--- config.mk ---
export PLATFORM = sky130hd
export DESIGN_NAME = booth_mult8_sequencer
export DESIGN_NICKNAME = d
export VERILOG_FILES = /design/src/rtl/booth_mult8_sequencer.sv
export SDC_FILE = /design/constraint.sdc
export NUM_CORES = 1
export LEC_CHECK = 0
export BUFFER_PORTS_ARGS = -buffer_cell sky130_fd_sc_hd__buf_2
export CAP_MARGIN = 25
export CORE_MARGIN = 1
export CORE_UTILIZATION = 48
export DETAILED_ROUTE_END_ITERATION = 8
export PLACE_DENSITY = 0.76
export SYNTH_ARGS = -nofsm -noshare
export SYNTH_HDL_FRONTEND = slang
export SYNTH_SLANG_ARGS = --single-unit
--- constraint.sdc ---
create_clock -name clk -period 1.6 [get_ports clk]
set_clock_uncertainty 0.15 [all_clocks]
set_input_delay 0.48 -clock clk [delete_from_list [all_inputs] [get_ports clk]]
set_output_delay 0.48 -clock clk [all_outputs]
set_load 0.005 [all_outputs]
--- src/rtl/booth_mult8_sequencer.sv ---
// booth_mult8_sequencer
// ---------------------------------------------------------------------------
// Issue/return controller that sits in front of the 8-bit Booth multiplier.
// Operand requests are buffered in a small FIFO. One operation at a time is
// issued to the multiplier as a start pulse with stable registered operands.
// The product is captured on the rising edge of mul_done and presented on a
// valid/ready result port.
//
// Optional feature macro: BOOTH_SEQ_TIMEOUT_EN
//   When defined, an 8-bit watchdog forces a zero result with out_timeout=1
//   if no done event arrives within TIMEOUT cycles of WAIT.
//   When undefined, WAIT persists until a done event and out_timeout is 0.
//
// Parameters:
//   DEPTH   - request FIFO entries (power of two, >= 2)
//   TIMEOUT - watchdog limit in WAIT cycles (1..255), watchdog build only
//
// Ports:
//   clk, rst_n                      clock, asynchronous active-low reset
//   in_valid/in_ready               request handshake (in_ready = FIFO not full)
//   in_a, in_b, in_sign_mode        request operands and sign mode
//   mul_start                       one-cycle start pulse to the multiplier
//   mul_multiplicand/mul_multiplier registered operands, held during WAIT
//   mul_sign_mode                   registered sign mode
//   mul_product, mul_done           multiplier result and completion
//   out_valid/out_ready             result handshake
//   out_product, out_timeout        captured product, watchdog flag
//   busy                            operation in flight or FIFO non-empty
// ---------------------------------------------------------------------------
module booth_mult8_sequencer #(
  parameter int DEPTH   = 2,
  parameter int TIMEOUT = 31
) (
  input  logic        clk,
  input  logic        rst_n,
  input  logic        in_valid,
  output logic        in_ready,
  input  logic [7:0]  in_a,
  input  logic [7:0]  in_b,
  input  logic [1:0]  in_sign_mode,
  output logic        mul_start,
  output logic [7:0]  mul_multiplicand,
  output logic [7:0]  mul_multiplier,
  output logic [1:0]  mul_sign_mode,
  input  logic [15:0] mul_product,
  input  logic        mul_done,
  output logic        out_valid,
  input  logic        out_ready,
  output logic [15:0] out_product,
  output logic        out_timeout,
  output logic        busy
);

  localparam int PW = $clog2(DEPTH);
  localparam int CW = PW + 1;

  localparam logic [PW-1:0] PTR_ONE  = PW'(1'b1);
  localparam logic [CW-1:0] CNT_ZERO = CW'(1'b0);
  localparam logic [CW-1:0] CNT_ONE  = CW'(1'b1);
  localparam logic [CW-1:0] CNT_FULL = CW'(DEPTH);

  localparam logic [1:0] ST_IDLE = 2'd0;
  localparam logic [1:0] ST_WAIT = 2'd1;
  localparam logic [1:0] ST_RESP = 2'd2;

  if ((DEPTH < 32'sd2) || ((DEPTH & (DEPTH - 32'sd1)) != 32'sd0) ||
      (TIMEOUT < 32'sd1) || (TIMEOUT > 32'sd255)) begin : g_bad_params
    $error("booth_mult8_sequencer: DEPTH must be a power of two >= 2 and TIMEOUT within 1..255");
  end

  logic [17:0]   mem_r [DEPTH];
  logic [PW-1:0] wr_ptr_r;
  logic [PW-1:0] rd_ptr_r;
  logic [CW-1:0] count_r;
  logic [1:0]    state_r;
  logic          mul_done_q_r;

  logic          push_s;
  logic          pop_s;
  logic          done_evt_s;
  logic          wdog_hit_s;
  logic [17:0]   head_s;

  // in_ready depends on the registered count only, never on in_valid.
  assign in_ready = (count_r != CNT_FULL);
  assign busy     = (state_r != ST_IDLE) || (count_r != CNT_ZERO);

  // Handshake qualifiers, done edge detect and FIFO head decode.
  always_comb begin
    push_s     = in_valid & in_ready;
    pop_s      = (state_r == ST_IDLE) && (count_r != CNT_ZERO);
    done_evt_s = mul_done & ~mul_done_q_r;
    head_s     = mem_r[rd_ptr_r];
  end

  // Registered copy of mul_done so a level-held done yields a single event.
  always_ff @(posedge clk or negedge rst_n) begin
    if (!rst_n) begin
      mul_done_q_r <= 1'b0;
    end else begin
      mul_done_q_r <= mul_done;
    end
  end

  // Request FIFO storage, pointers and occupancy count.
  always_ff @(posedge clk or negedge rst_n) begin
    if (!rst_n) begin
      for (int i = 0; i < DEPTH; i++) begin
        mem_r[i] <= 18'h00000;
      end
      wr_ptr_r <= {PW{1'b0}};
      rd_ptr_r <= {PW{1'b0}};
      count_r  <= CNT_ZERO;
    end else begin
      if (push_s) begin
        mem_r[wr_ptr_r] <= {in_sign_mode, in_b, in_a};
        wr_ptr_r        <= wr_ptr_r + PTR_ONE;
      end
      if (pop_s) begin
        rd_ptr_r <= rd_ptr_r + PTR_ONE;
      end
      // Simultaneous push and pop leaves the count unchanged.
      case ({push_s, pop_s})
        2'b10:   count_r <= count_r + CNT_ONE;
        2'b01:   count_r <= count_r - CNT_ONE;
        default: count_r <= count_r;
      endcase
    end
  end

  // Issue/return state machine with registered operand and result outputs.
  always_ff @(posedge clk or negedge rst_n) begin
    if (!rst_n) begin
      state_r          <= ST_IDLE;
      mul_start        <= 1'b0;
      mul_multiplicand <= 8'h00;
      mul_multiplier   <= 8'h00;
      mul_sign_mode    <= 2'b00;
      out_valid        <= 1'b0;
      out_product      <= 16'h0000;
    end else begin
      mul_start <= 1'b0;
      case (state_r)
        ST_IDLE: begin
          if (pop_s) begin
            mul_multiplicand <= head_s[7:0];
            mul_multiplier   <= head_s[15:8];
            mul_sign_mode    <= head_s[17:16];
            mul_start        <= 1'b1;
            state_r          <= ST_WAIT;
          end else begin
            state_r <= ST_IDLE;
          end
        end
        ST_WAIT: begin
          // A real done event wins over a watchdog expiry in the same cycle.
          if (done_evt_s) begin
            out_product <= mul_product;
            out_valid   <= 1'b1;
            state_r     <= ST_RESP;
          end else if (wdog_hit_s) begin
            out_product <= 16'h0000;
            out_valid   <= 1'b1;
            state_r     <= ST_RESP;
          end else begin
            state_r <= ST_WAIT;
          end
        end
        ST_RESP: begin
          if (out_ready) begin
            out_valid <= 1'b0;
            state_r   <= ST_IDLE;
          end else begin
            state_r <= ST_RESP;
          end
        end
        default: begin
          out_valid <= 1'b0;
          state_r   <= ST_IDLE;
        end
      endcase
    end
  end

`ifdef BOOTH_SEQ_TIMEOUT_EN
  localparam logic [7:0] TIMEOUT_C = 8'(TIMEOUT);

  logic [7:0] wdog_r;

  // Expiry is flagged on the WAIT cycle whose increment would reach TIMEOUT.
  assign wdog_hit_s = (state_r == ST_WAIT) && ((wdog_r + 8'h01) == TIMEOUT_C);

  // Watchdog: cleared when an operation is issued, counts every WAIT cycle.
  always_ff @(posedge clk or negedge rst_n) begin
    if (!rst_n) begin
      wdog_r <= 8'h00;
    end else if (pop_s) begin
      wdog_r <= 8'h00;
    end else if (state_r == ST_WAIT) begin
      wdog_r <= wdog_r + 8'h01;
    end else begin
      wdog_r <= wdog_r;
    end
  end

  // Timeout flag travels with the result and holds through RESP.
  always_ff @(posedge clk or negedge rst_n) begin
    if (!rst_n) begin
      out_timeout <= 1'b0;
    end else if ((state_r == ST_WAIT) && done_evt_s) begin
      out_timeout <= 1'b0;
    end else if (wdog_hit_s) begin
      out_timeout <= 1'b1;
    end else begin
      out_timeout <= out_timeout;
    end
  end
`else
  assign wdog_hit_s  = 1'b0;
  assign out_timeout = 1'b0;
`endif

endmodule

## Word level (Yosys, flattened, before mapping)

Index checks and enable logic that the tools add are counted.

| word-level totals | value |
|---|---|
| input bits | 39 |
| flip-flop bits (word level) | 79 |

| cells by class | value |
|---|---|
| $add $sub $neg | 4 |
| reduce and logical (&&, ||, !) cells | 10 |
| equal/unequal tests | 7 |
| order comparisons | 3 |
| mux-type cells | 16 |
| bitwise operators | 6 |

Operator list:

| kind | number |
|---|---|
| two-way mux 18 bit | 4 |
| bitwise mux 36 bit | 1 |
| demux 18 bit (select 1 bit) | 1 |
| inequality test 2 bit (second input constant) | 3 |
| one-hot mux 2 bit (3 select lines) | 1 |
| nonzero test 2 bit | 3 |
| two-way mux 1 bit | 5 |
| equality test 2 x 1 -> 1 bit (second input constant) | 2 |
| equality test 2 bit (second input constant) | 2 |
| greater-or-equal comparator 2 bit (second input constant) | 2 |
| two-way mux 2 bit | 2 |
| NOT 1 -> 2 bit | 2 |
| one-hot mux 2 bit (2 select lines) | 1 |
| AND reduction 2 bit | 2 |
| one-hot mux 1 bit (3 select lines) | 1 |
| AND reduction 3 bit | 1 |
| adder 1 bit (second input constant) | 2 |
| adder 2 x 1 -> 2 bit (second input constant) | 1 |
| bitwise AND 1 bit | 2 |
| logical AND 1 bit | 2 |
| logical NOT 2 bit | 1 |
| less-than comparator 2 x 1 -> 1 bit (second input constant) | 1 |
| NOT 1 bit | 2 |
| subtractor 2 x 1 -> 2 bit (second input constant) | 1 |
| logical OR 1 bit | 1 |

## Longest topological paths before layout

| depth | value |
|---|---|
| depth in word-level cells | 6 |
| mapped depth | 7 |
| mapped depth without buffers | 6 |

## Least setup slack after synthesis

OpenSTA, ideal clock, no wires.

| timing | value |
|---|---|
| path kind | input to register |
| start point | input mul_done |
| end point | register out_product[10] |
| setup time | 125 ps |
| stages on the path | 5 |
| buffers on the path | 2 |
| setup slack | -66 ps |
| data arrival time | 1391 ps |
| required time | 1325 ps |
| cells stage by stage | nand2b_1 nor3b_1 buf_4 buf_4 mux2_2 |

| on the way | value |
|---|---|
| cells in the longest elaborated chain, start to end | 2 |

Ends and longest elaborated chain:

| what | line | RTL |
|---|---|---|
| start: declaration | 46 | `input logic mul_done,` |
| bitwise AND 1 bit | 92 | `done_evt_s = mul_done & ~mul_done_q_r;` |
| AND reduction 2 bit (no source line) | n/a |  |
| end signal: assignment | 158 | `out_product <= mul_product;` |
| end: declaration | 49 | `output logic [15:0] out_product,` |

Every way passes these cells.
A chain may end at the register's enable or synchronous reset.

## Final worst setup path

| timing | value |
|---|---|
| start point | register count_r[0] |
| end point | register mul_multiplier[1] |

| on the way | value |
|---|---|
| cells in the longest elaborated chain, start to end | 3 |

Ends and longest elaborated chain:

| what | line | RTL |
|---|---|---|
| start: declaration | 74 | `logic [CW-1:0] count_r;` |
| start signal: assignment | 124 | `2'b10: count_r <= count_r + CNT_ONE;` |
| start signal: assignment | 125 | `2'b01: count_r <= count_r - CNT_ONE;` |
| start signal: assignment | 126 | `default: count_r <= count_r;` |
| nonzero test 2 bit | 91 | `pop_s = (state_r == ST_IDLE) && (count_r != CNT_ZERO);` |
| logical AND 1 bit | 91 |  |
| AND reduction 2 bit (no source line) | n/a |  |
| end signal: assignment | 147 | `mul_multiplier <= head_s[15:8];` |
| end: declaration | 43 | `output logic [7:0] mul_multiplier,` |

Every way passes these cells.

==> impl_metrics.yaml <==
synthesis:
  ys.warnings.count: 0
  synth_edf_count: 0
  syn_area_mm2: 0.00332
  postSynth.asyncResetShare_pct: 100
  synth_common_cells: "79 x dfrtp_1, 68 x mux2_2, 20 x mux2_4"
  syn_nets: 242
  synth.most_common_cell: "dfrtp_1"
  syn-instance-count: 202
  synth_top_cell_by_area: "dfrtp_1"
  ys_types: 23
  yosysSeqAreaShare_pct: 59.6
  avgSynthCellArea_um2: 16.4
  yosys-top-cells-area: "dfrtp_1 60%, mux2_2 23%, mux2_4 9.1%, buf_12 1.2%, xnor2_1 0.79%"
  synth_top_cell_area_share_pct: 59.6
  ys.flop_type: "dfrtp_1"
  ys_ff_latch: 79
pwr:
  total_leakage_power_nw: 2.22
  vdd_ir_drop_max_mv: 1.26
  power_mw: 10.1
  power_density_mw_per_mm2: 2220
cts:
  clock_latency_ps: 340
  tritoncts: "done"
  cts_made_buffers: 9
  path_clk_slew_ps: 80
  clock_path_buffers: 2
  cts_root_buffer: "clkbuf_8"
  cts_htree_levels: 3
  cts_sinks: 79
status:
  status: "complete, but fails checks"
  violations: "negative setup slack"
detailed_routing:
  num_vias: 2037
  drc_errors: 0
  viasPerCell: 5.18
  drtIter0Drc: 86
  drt-pass1-iter-count: 4
  ant_nets: 0
  wirelength_um: 6930
  wire_per_inst_um: 17.6
timing:
  final.min_clock_period_ps: 1730
  finalSetupViolCount: 49
  hold_ws_ps: 144
  final_max_slew_viol_count: 0
  period_share_pct: 108
  rsz0062_at_grt: "yes"
  postLayoutSetupSlackWorst_ps: -127
  fmax_mhz: 579
  hold_violations: 0
global_routing:
  grtUsageTotal_pct: 19.6
  antenna_found_initial: 0
  grt_pass1_vias: 2181
  grt_pass1_wl_um: 10800
  grt_max_degree: 54
  overflow: 0
placed_design:
  routabilityCongestion: 0.759
  port_buffers: 76
  hpwlAfterDp_um: 4130
floorplan:
  design.core.area_mm2: 0.00649
  row_count: 29
  fp.dieArea_mm2: 0.00724
  start_util_pct: 51.0
  io_pins: 78
  dieWidth_um: 85.1
  fp.dieH_um: 85.1
worst_setup_path:
  crit_path_end_kind: "flip-flop"
  worstPathRequired_ps: 1680
  cp-start-kind: "flip-flop"
  r2r_slack_ps: -130
  reg2reg_from: "count_r[0]"
  r2r_cells: 6
  crit_arrival_ps: 1810
  crit_fanout: 6
  slowest_delay_ps: 400
  criticalPathCategory: "reg -> reg"
  critPathSlowestCell: "dfrtp_1"
  r2r-end: "mul_multiplier[1]"
  cp_cell_sequence: "nor2_2, buf_4, nor3_4, buf_6, buf_8, mux2_4"
cells_and_area:
  drive_gt1_share_pct: 70.9
  antenna_cells: 0
  nets: 351
  area_growth_pct: 37.5
worst_hold_path:
  min_to: "mul_done_q_r"
  worstHoldPathType: "in -> reg"
  min_path_cells: 1
  hold_start: "mul_done"
run:
  maxCapViolations: 0
## per-layer routing
metal | vias up | track usage [%] | routed length (um)
met5 | - | 0 | 0
met4 | 0 | 8.32 | 123
met3 | 13 | 4.38 | 421
met2 | 79 | 31.7 | 3320
met1 | 1019 | 25.5 | 3070
li1 | 926 | - | -
## power by group
group	switching, mW	internal [mW]
logic	1.56	3.13
clock network	0.708	1.08
registers	0.600	3.04
## registers in the layout, indices dropped and copies added, names as in the netlist
signal            cells
mem_r                36
out_product          16
mul_multiplicand      8
mul_multiplier        8
count_r               2
mul_sign_mode         2
state_r               2
mul_done_q_r          1
mul_start             1
out_valid             1
rd_ptr_r              1
wr_ptr_r              1
## repair_timing
| action | in CTS | in global routing |
|---|---|---|
| endpoints found under the hold margin | 70 | 0 |
| gates cloned | 1 | 7 |
| setup buffers | 7 | 2 |
| endpoints found under the setup margin | 13 | 70 |
| pin swaps | 5 | 3 |
| gates resized for setup | 37 | 25 |
| hold buffers | 1 | 0 |
## cell usage in the layout (no fill, tap or decap)
| cell | n |
|---|---|
| a21o_1 | 2 |
| a31o_2 | 1 |
| and3_4 | 1 |
| and3b_2 | 1 |
| buf_12 | 4 |
| buf_2 | 74 |
| buf_4 | 15 |
| buf_6 | 10 |
| buf_8 | 1 |
| bufinv_16 | 3 |
| clkbuf_1 | 1 |
| clkbuf_16 | 4 |
| clkbuf_8 | 10 |
| clkinvlp_4 | 2 |
| conb_1 | 1 |
| dfrtp_1 | 77 |
| dfrtp_2 | 2 |
| dlygate4sd3_1 | 1 |
| ha_4 | 1 |
| inv_1 | 1 |
| mux2_2 | 29 |
| mux2_4 | 59 |
| nand2_1 | 2 |
| nand2b_4 | 2 |
| nor2_1 | 2 |
| nor2_2 | 2 |
| nor3_4 | 1 |
| nor3b_4 | 1 |
| o21ai_0 | 1 |
| xnor2_1 | 2 |
| xnor2_2 | 1 |
| xor2_1 | 2 |
## worst max path at each step
stage               start                end  slack (ps)  depth (start not counted)
4_1_cts        state_r[0]               busy        -120                          3
2_1_floorplan    mul_done    out_product[10]         -20                          5
3_3_place_gp     mul_done    out_product[12]         -50                          5
5_1_grt        count_r[0]  mul_multiplier[1]        -200                          6
6_report       count_r[0]  mul_multiplier[1]        -130                          6
3_5_place_dp     mul_done     out_product[7]        -120                          5
## through the flow
step                setup TNS [ps]  instance area [um2]  setup slack, ps  util [%]  std cells
floorplan                     -147                 3320            -18.3         -        202
global placement              -782                 3870            -50.2      59.6        360
detailed placement           -2220                 3870             -119      59.6        360
CTS                          -1450                 4320             -121      66.5        385
global route                 -6900                 4560             -204      70.2        393
finish                       -3670                 4560             -127      70.2        393
## worst max-delay path: cells and delay by family (launching register included)
family | cells | cell delay (ps)
multiplexers | 1 | 310
flip-flops | 1 | 400
AND/OR/NAND/NOR | 2 | 340
buffers and inverters | 3 | 420
## layout make-up
type / count / area, um2
Tap cell: 77 / 96.3
Sequential cell: 79 / 1980
Clock inverter: 5 / 105
Multi-Input combinational cell: 111 / 1430
Clock buffer: 11 / 141
Fill cell: 420 / 1940
Inverter: 1 / 3.75
Timing Repair Buffer: 109 / 801
## cells by family after synthesis
logic type      Yosys count  synth area share (%)
compound gates            4                 0.868
mux                      88                  32.2
simple gates             12                  2.26
other cells               1                 0.113
xor+xnor                  5                  1.32
fa+ha+maj                 1                 0.377
buf+inv                  12                  3.28
flops                    79                  59.6
(Power assumes the default switching activity.)
